[config.mk]
export PLATFORM = sky130hd
export DESIGN_NAME = keypad_token_scanner
export DESIGN_NICKNAME = d
export VERILOG_FILES = /design/src/rtl/calc_pkg.sv /design/src/rtl/sync2.sv /design/src/rtl/keypad_token_scanner.sv
export SDC_FILE = /design/constraint.sdc
export NUM_CORES = 1
export LEC_CHECK = 0
export CORE_UTILIZATION = 40
export DETAILED_ROUTE_END_ITERATION = 6
export PLACE_DENSITY = 0.56
export RECOVER_POWER = 50
export REMOVE_ABC_BUFFERS = 1
export SLEW_MARGIN = 15
export SYNTH_ARGS = -nofsm -noshare
export SYNTH_HDL_FRONTEND = slang
export SYNTH_SLANG_ARGS = --single-unit
[constraint.sdc]
create_clock -name clk -period 3.19 [get_ports clk]
set_input_delay 0.319 -clock clk [delete_from_list [all_inputs] [get_ports clk]]
set_output_delay 0.319 -clock clk [all_outputs]
set_load 0.01 [all_outputs]
[src/rtl/calc_pkg.sv]
// Shared calculator definitions: operator/control token codes, the keypad
// scanner state encoding and the physical key-to-token mapping.
package calc_pkg;

  localparam logic [3:0] TOK_ADD = 4'hA;
  localparam logic [3:0] TOK_SUB = 4'hB;
  localparam logic [3:0] TOK_MUL = 4'hC;
  localparam logic [3:0] TOK_DIV = 4'hD;
  localparam logic [3:0] TOK_EQ  = 4'hE;
  localparam logic [3:0] TOK_CLR = 4'hF;

  typedef enum logic [2:0] {
    ST_SCAN         = 3'd0,
    ST_DEBOUNCE     = 3'd1,
    ST_EMIT         = 3'd2,
    ST_WAIT_RELEASE = 3'd3,
    ST_REL_DEBOUNCE = 3'd4
  } scan_state_t;

  // Keypad legend: row0 "1 2 3 A", row1 "4 5 6 B", row2 "7 8 9 C", row3 "F 0 E D".
  function automatic logic [3:0] key_map(input logic [1:0] row, input logic [1:0] col);
    logic [3:0] tok;
    case ({row, col})
      4'h0:    tok = 4'h1;
      4'h1:    tok = 4'h2;
      4'h2:    tok = 4'h3;
      4'h3:    tok = TOK_ADD;
      4'h4:    tok = 4'h4;
      4'h5:    tok = 4'h5;
      4'h6:    tok = 4'h6;
      4'h7:    tok = TOK_SUB;
      4'h8:    tok = 4'h7;
      4'h9:    tok = 4'h8;
      4'hA:    tok = 4'h9;
      4'hB:    tok = TOK_MUL;
      4'hC:    tok = TOK_CLR;
      4'hD:    tok = 4'h0;
      4'hE:    tok = TOK_EQ;
      default: tok = TOK_DIV;
    endcase
    return tok;
  endfunction

  function automatic logic [1:0] lowest_low(input logic [3:0] rows);
    if (!rows[0]) return 2'd0;
    else if (!rows[1]) return 2'd1;
    else if (!rows[2]) return 2'd2;
    else return 2'd3;
  endfunction

endpackage

[src/rtl/sync2.sv]
// Two-flop synchroniser for an asynchronous vector; resets to all ones so an
// idle pulled-up input does not look active coming out of reset.
module sync2 #(
  parameter int WIDTH = 4
) (
  input  logic             clk,
  input  logic             reset,
  input  logic [WIDTH-1:0] i_d,
  output logic [WIDTH-1:0] o_q
);

  logic [WIDTH-1:0] r_meta;
  logic [WIDTH-1:0] r_sync;

  always_ff @(posedge clk or posedge reset) begin
    if (reset) begin
      r_meta <= '1;
      r_sync <= '1;
    end else begin
      r_meta <= i_d;
      r_sync <= r_meta;
    end
  end

  assign o_q = r_sync;

endmodule

[src/rtl/keypad_token_scanner.sv]
// 4x4 active-low keypad scanner: column scan, press/release debounce and
// one-cycle token strobe per accepted key press.
module keypad_token_scanner
  import calc_pkg::*;
#(
  parameter int SCAN_DIV        = 1000,
  parameter int DEBOUNCE_CYCLES = 20000
) (
  input  logic       clk,
  input  logic       reset,
  input  logic [3:0] row_in,
  output logic [3:0] col_out,
  output logic [3:0] Token,
  output logic       strobe,
  output logic       key_held
);

  localparam int DIV_W = $clog2(SCAN_DIV) + 1;
  localparam int CNT_W = $clog2(DEBOUNCE_CYCLES) + 1;
  localparam logic [DIV_W-1:0] DIV_LAST = DIV_W'(SCAN_DIV - 1);
  localparam logic [CNT_W-1:0] CNT_LAST = CNT_W'(DEBOUNCE_CYCLES - 1);

  logic [3:0]       w_rs;
  logic             w_key_low;
  logic             w_sample;

  scan_state_t      r_state;
  logic [1:0]       r_col;
  logic [1:0]       r_row;
  logic [DIV_W-1:0] r_div;
  logic [CNT_W-1:0] r_cnt;
  logic [3:0]       r_token;
  logic             r_strobe;
  logic             r_held;

  sync2 #(.WIDTH(4)) u_row_sync (
    .clk   (clk),
    .reset (reset),
    .i_d   (row_in),
    .o_q   (w_rs)
  );

  // Once a key is captured only its own row is watched; other keys are ignored.
  assign w_key_low = ~w_rs[r_row];
  assign w_sample  = (r_div == DIV_LAST);

  always_ff @(posedge clk or posedge reset) begin
    if (reset) begin
      r_state  <= ST_SCAN;
      r_col    <= 2'd0;
      r_row    <= 2'd0;
      r_div    <= '0;
      r_cnt    <= '0;
      r_token  <= 4'h0;
      r_strobe <= 1'b0;
      r_held   <= 1'b0;
    end else begin
      r_strobe <= 1'b0;
      case (r_state)
        ST_SCAN: begin
          if (w_sample) begin
            r_div <= '0;
            if (w_rs != 4'hF) begin
              r_row   <= lowest_low(w_rs);
              r_cnt   <= '0;
              r_state <= ST_DEBOUNCE;
            end else begin
              r_col <= r_col + 2'd1;
            end
          end else begin
            r_div <= r_div + 1'b1;
          end
        end
        ST_DEBOUNCE: begin
          if (w_key_low) begin
            if (r_cnt == CNT_LAST) begin
              r_state  <= ST_EMIT;
              r_cnt    <= '0;
              r_strobe <= 1'b1;
              r_held   <= 1'b1;
              r_token  <= key_map(r_row, r_col);
            end else begin
              r_cnt <= r_cnt + 1'b1;
            end
          end else begin
            r_state <= ST_SCAN;
            r_col   <= r_col + 2'd1;
            r_div   <= '0;
            r_cnt   <= '0;
          end
        end
        ST_EMIT: begin
          r_state <= ST_WAIT_RELEASE;
          r_cnt   <= '0;
        end
        ST_WAIT_RELEASE: begin
          if (!w_key_low) begin
            r_state <= ST_REL_DEBOUNCE;
            r_cnt   <= '0;
          end
        end
        ST_REL_DEBOUNCE: begin
          if (!w_key_low) begin
            if (r_cnt == CNT_LAST) begin
              r_state <= ST_SCAN;
              r_held  <= 1'b0;
              r_col   <= r_col + 2'd1;
              r_div   <= '0;
              r_cnt   <= '0;
            end else begin
              r_cnt <= r_cnt + 1'b1;
            end
          end else begin
            // Release bounce: keep holding, no new strobe.
            r_state <= ST_WAIT_RELEASE;
            r_cnt   <= '0;
          end
        end
        default: begin
          r_state <= ST_SCAN;
          r_div   <= '0;
          r_cnt   <= '0;
        end
      endcase
    end
  end

  assign col_out  = ~(4'b0001 << r_col);
  assign Token    = r_token;
  assign strobe   = r_strobe;
  assign key_held = r_held;

endmodule
==> impl.org <==
** Status
- Run status :: finished with violations
- Failing checks :: capacitance limit, slew limit

** Yosys
- Part of the Yosys area used for sequential elements :: 0.458
- After synthesis the cells add up to 0.00265 mm².
- Count of mapped cells out of synthesis :: 278
- Synth warnings :: 0
- Ys async rst share :: 1.00
- In this run, synthesis produced a sequential element count of 48.
- Counting flops with a built-in enable in the synthesized netlist gives 0.
- Among all flip-flop cells after synthesis, the most frequent one is dfrtp_1.
- A synthesized cell averages 9.52 µm².
- Synthesis instantiated 48 different standard cells from the library.

** Min path
- Path class of the lowest-slack min-delay path :: flip-flop to flip-flop
- The worst hold path was traced through 0 stages.

** STA
- Number of endpoints failing setup at the final stage :: 0
- Headroom to the max-slew limit came out at -0.135.
- Slew at the pin with the worst max-slew slack :: 1700 ps
- For the finished layout, the period the worst path requires is 2700 ps.
- Summed over all failing endpoints, the final setup total negative slack is 0 ps.
- The final-report max-slew violation count was 46.
- Peak Freq :: 0.370 GHz
- Count of endpoints failing hold in the final timing report :: 0
- Worst Slack Setup Final :: 487 ps
- Setup repair after global routing missed its margin :: no
- Hold slack :: 360 ps
- Largest clock skew in the final design :: 6.01 ps
- Of the available clock period, the critical path in the final layout requires 0.847.

** Floorplan
- Core area :: 0.00635 mm²
- For this configuration, the core starts out at a cell density of 0.417.
- Horizontal extent of the die :: 83.3 µm
- The floorplan has 29 rows.
- 16 I/O pins were placed.
- The floorplan step defined a die boundary enclosing 0.00694 mm².
- Y dimension of the die :: 83.3 µm

** Route
- Dividing the detail-routed wire length by the instance count gives 13.7 µm.
- Final routed wirelength across all metal layers :: 5.06 mm
- Number of nets with antenna violations after detailed routing :: 0
- DRT iter0 DRCs :: 138
- Vias post-DR :: 1,989
- First drt pass iteration count :: 4
- For this run, design rule violations remaining after detail routing come to 0.
- Via density per instance :: 5.40

** Layout
- In the final layout, the share of cells above drive strength 1 is 0.0962.
- Compared with the post-synthesis result, the final layout area differs by 10.8%.
- Layout fillers :: 592
- Total Nets Final :: 304
- Once layout is done, the placed cells without fillers occupy 0.00293 mm².
- Number of standard cells in the final layout excluding fillers :: 368
- 0 antenna diodes ended up in the layout.

** Power and ir drop
- IR analysis of the VDD net gives a maximum drop of 170 µV.
- Power spread over the standard cell area amounts to 347 mW/mm².
- The analysis attributes to cell leakage a power of 1.29 nW.

** Clock tree
- Clock buffers created by TritonCTS :: 5
- The number of setup buffers added after CTS is 0.
- Clock root buffer :: clkbuf_8
- Clock sink count :: 48
- For this design, the CTS-stage hold fixing added 0 buffers.
- Clock tree from TritonCTS :: yes
- Largest buffer count on any clock path :: 2
- Worst-path clk slew :: 80 ps
- The clock reaches the later pin of the worst-skew pair after 300 ps.
- H-tree depth :: 2
- Count of instances resized after the clock tree is built :: 0

** Setup path
- At the worst endpoint, the arrival time is 2920 ps.
- Measured in cells, the most critical reg-to-reg path has a length of 5.
- STA classifies the critical path startpoint as a flip-flop.
- Endpoint type of the worst setup path :: flip-flop
- Data on the critical path is required at its endpoint by 3410 ps.
- Setup Crit Path Kind :: flip-flop to flip-flop
- Along the worst path, the maximum fanout reaches 18.

** Placement
- Summed over all nets, the half-perimeter wirelength after detailed placement is 3.46 mm.
- Total placed cells including tap cells :: 360
- Once placement finished, the instance area stood at 0.00285 mm².
- Routability-driven placement congestion ratio :: 0.776
- During placement, the flow inserted port buffers numbering 15.
- OpenSTA, run right after detailed placement, puts the worst setup slack at 517 ps.

** Global route
- Entering global routing, the biggest net connects 46 pins.
- First-pass GRT wire length :: 8.70 mm
- Antenna violations before repair :: 0
- GRT Residual Overflow :: 0
- Across every metal layer, demand over resource in global routing totals 0.154.
- Vias in the first global route :: 1,825

** Run
- The tool flagged a number of max-cap violations equal to 1.
==> placed cells by master, fill, tap and decap left out, drive strengths merged, types with 6 or more instances in the layout <==
cell type,count
nor2b,6
a21o,8
mux2,6
a21oi,17
dfrtp,40
nor3,8
o21ai,17
mux2i,10
nor2,17
ha,8
clkbuf,9
dfstp,8
nand2,27
nand3,14
inv,21
clkdlybuf4s50,10
==> routing by layer <==
| layer | GRT usage | vias to the layer above | wire length [µm] |
|---|---|---|---|
| met3 | 0.0278 | 5 | 157 |
| met2 | 0.227 | 32 | 2230 |
| met4 | 0.0486 | 0 | 48 |
| met1 | 0.227 | 936 | 2620 |
| met5 | 0 | - | 0 |
| li1 | - | 1016 | - |
==> area by class of cell <==
cell class                 count  area [µm²]  share of cell area
multi-input combinational    198        1300               0.444
timing repair buffer          16         154              0.0525
tap                           77        96.3              0.0329
clock buffer                   8        90.1              0.0307
inverter                      21        78.8              0.0269
sequential                    48        1210               0.413
==> path summary, 6_finish.rpt <==
kind | start | endpoint | slack, ps
max in group asynchronous | reset | r_col[1] | 1210
min in group asynchronous | reset | r_div[5] | 990
worst max register to register | r_row[0] | r_cnt[9] | 490
worst min register to register | u_row_sync.r_meta[0] | u_row_sync.o_q[0] | 360
worst min-delay path | u_row_sync.r_meta[0] | u_row_sync.o_q[0] | 360
worst max-delay path | r_row[0] | r_cnt[9] | 490
==> through the flow <==
| stage | utilization | total power, mW |
|---|---|---|
| global route | 0.462 | 1.06 |
| CTS | 0.462 | 1.04 |
| floorplan | - | 0.646 |
| detailed placement | 0.448 | 0.660 |
| global placement | 0.448 | 0.659 |
| finish | 0.462 | 1.02 |
==> Yosys cell counts, types with 2 or more instances <==
cell type / instances / area share
a31oi_1: 5 / 0.012
a21oi_1: 17 / 0.032
buf_2: 4 / 0.0076
a21o_1: 8 / 0.023
nor2_1: 17 / 0.024
nand2_1: 27 / 0.038
inv_1: 21 / 0.030
a22o_1: 4 / 0.013
o31ai_1: 3 / 0.0085
nand4_1: 5 / 0.012
dfrtp_1: 40 / 0.38
and4_1: 5 / 0.017
nor4_1: 3 / 0.0071
or3_1: 4 / 0.0095
and2_1: 4 / 0.0095
nor2b_1: 6 / 0.014
and3_1: 5 / 0.012
o21a_1: 2 / 0.0057
o21ai_0: 15 / 0.028
dfstp_2: 8 / 0.079
clkbuf_1: 5 / 0.0071
xnor2_1: 3 / 0.0099
o21ai_1: 2 / 0.0038
mux2i_1: 10 / 0.038
nand3_1: 14 / 0.026
nor3_1: 7 / 0.013
ha_1: 8 / 0.038
mux2_2: 6 / 0.026
==> flip-flops by register name, indices dropped and copies added (netlist names) <==
register and count:
u_row_sync.o_q 4, r_state 3, u_row_sync.r_meta 4, strobe 1, r_row 2, r_div 11, Token 4, r_cnt 16
r_col 2, key_held 1
==> cells by family (layout without fill, tap and decap cells) <==
kind of cell / Yosys count / in the layout / synth area share
AND/OR/NAND/NOR: 105 / 105 / 0.211
AO/OA/AOI/OAI: 65 / 65 / 0.161
flip-flops: 48 / 48 / 0.458
buffers and inverters: 32 / 45 / 0.0506
multiplexers: 17 / 17 / 0.0719
adder cells (fa/ha/maj): 8 / 8 / 0.0378
XOR/XNOR: 3 / 3 / 0.00993
==> power breakdown <==
part | internal (mW) | switching [mW] | leakage, nW
registers | 0.617 | 0.00339 | 0.629
clock network | 0.177 | 0.197 | 0.0455
logic | 0.00738 | 0.0166 | 0.619
==> worst max-delay path: stages (launching register included) <==
cell and delay, ps:
dfrtp_1 540, mux4_2 660, mux2i_1 210, nor3_2 880, a21oi_1 140, mux2i_1 190
Note: power is estimated with default switching activity, not from simulation.
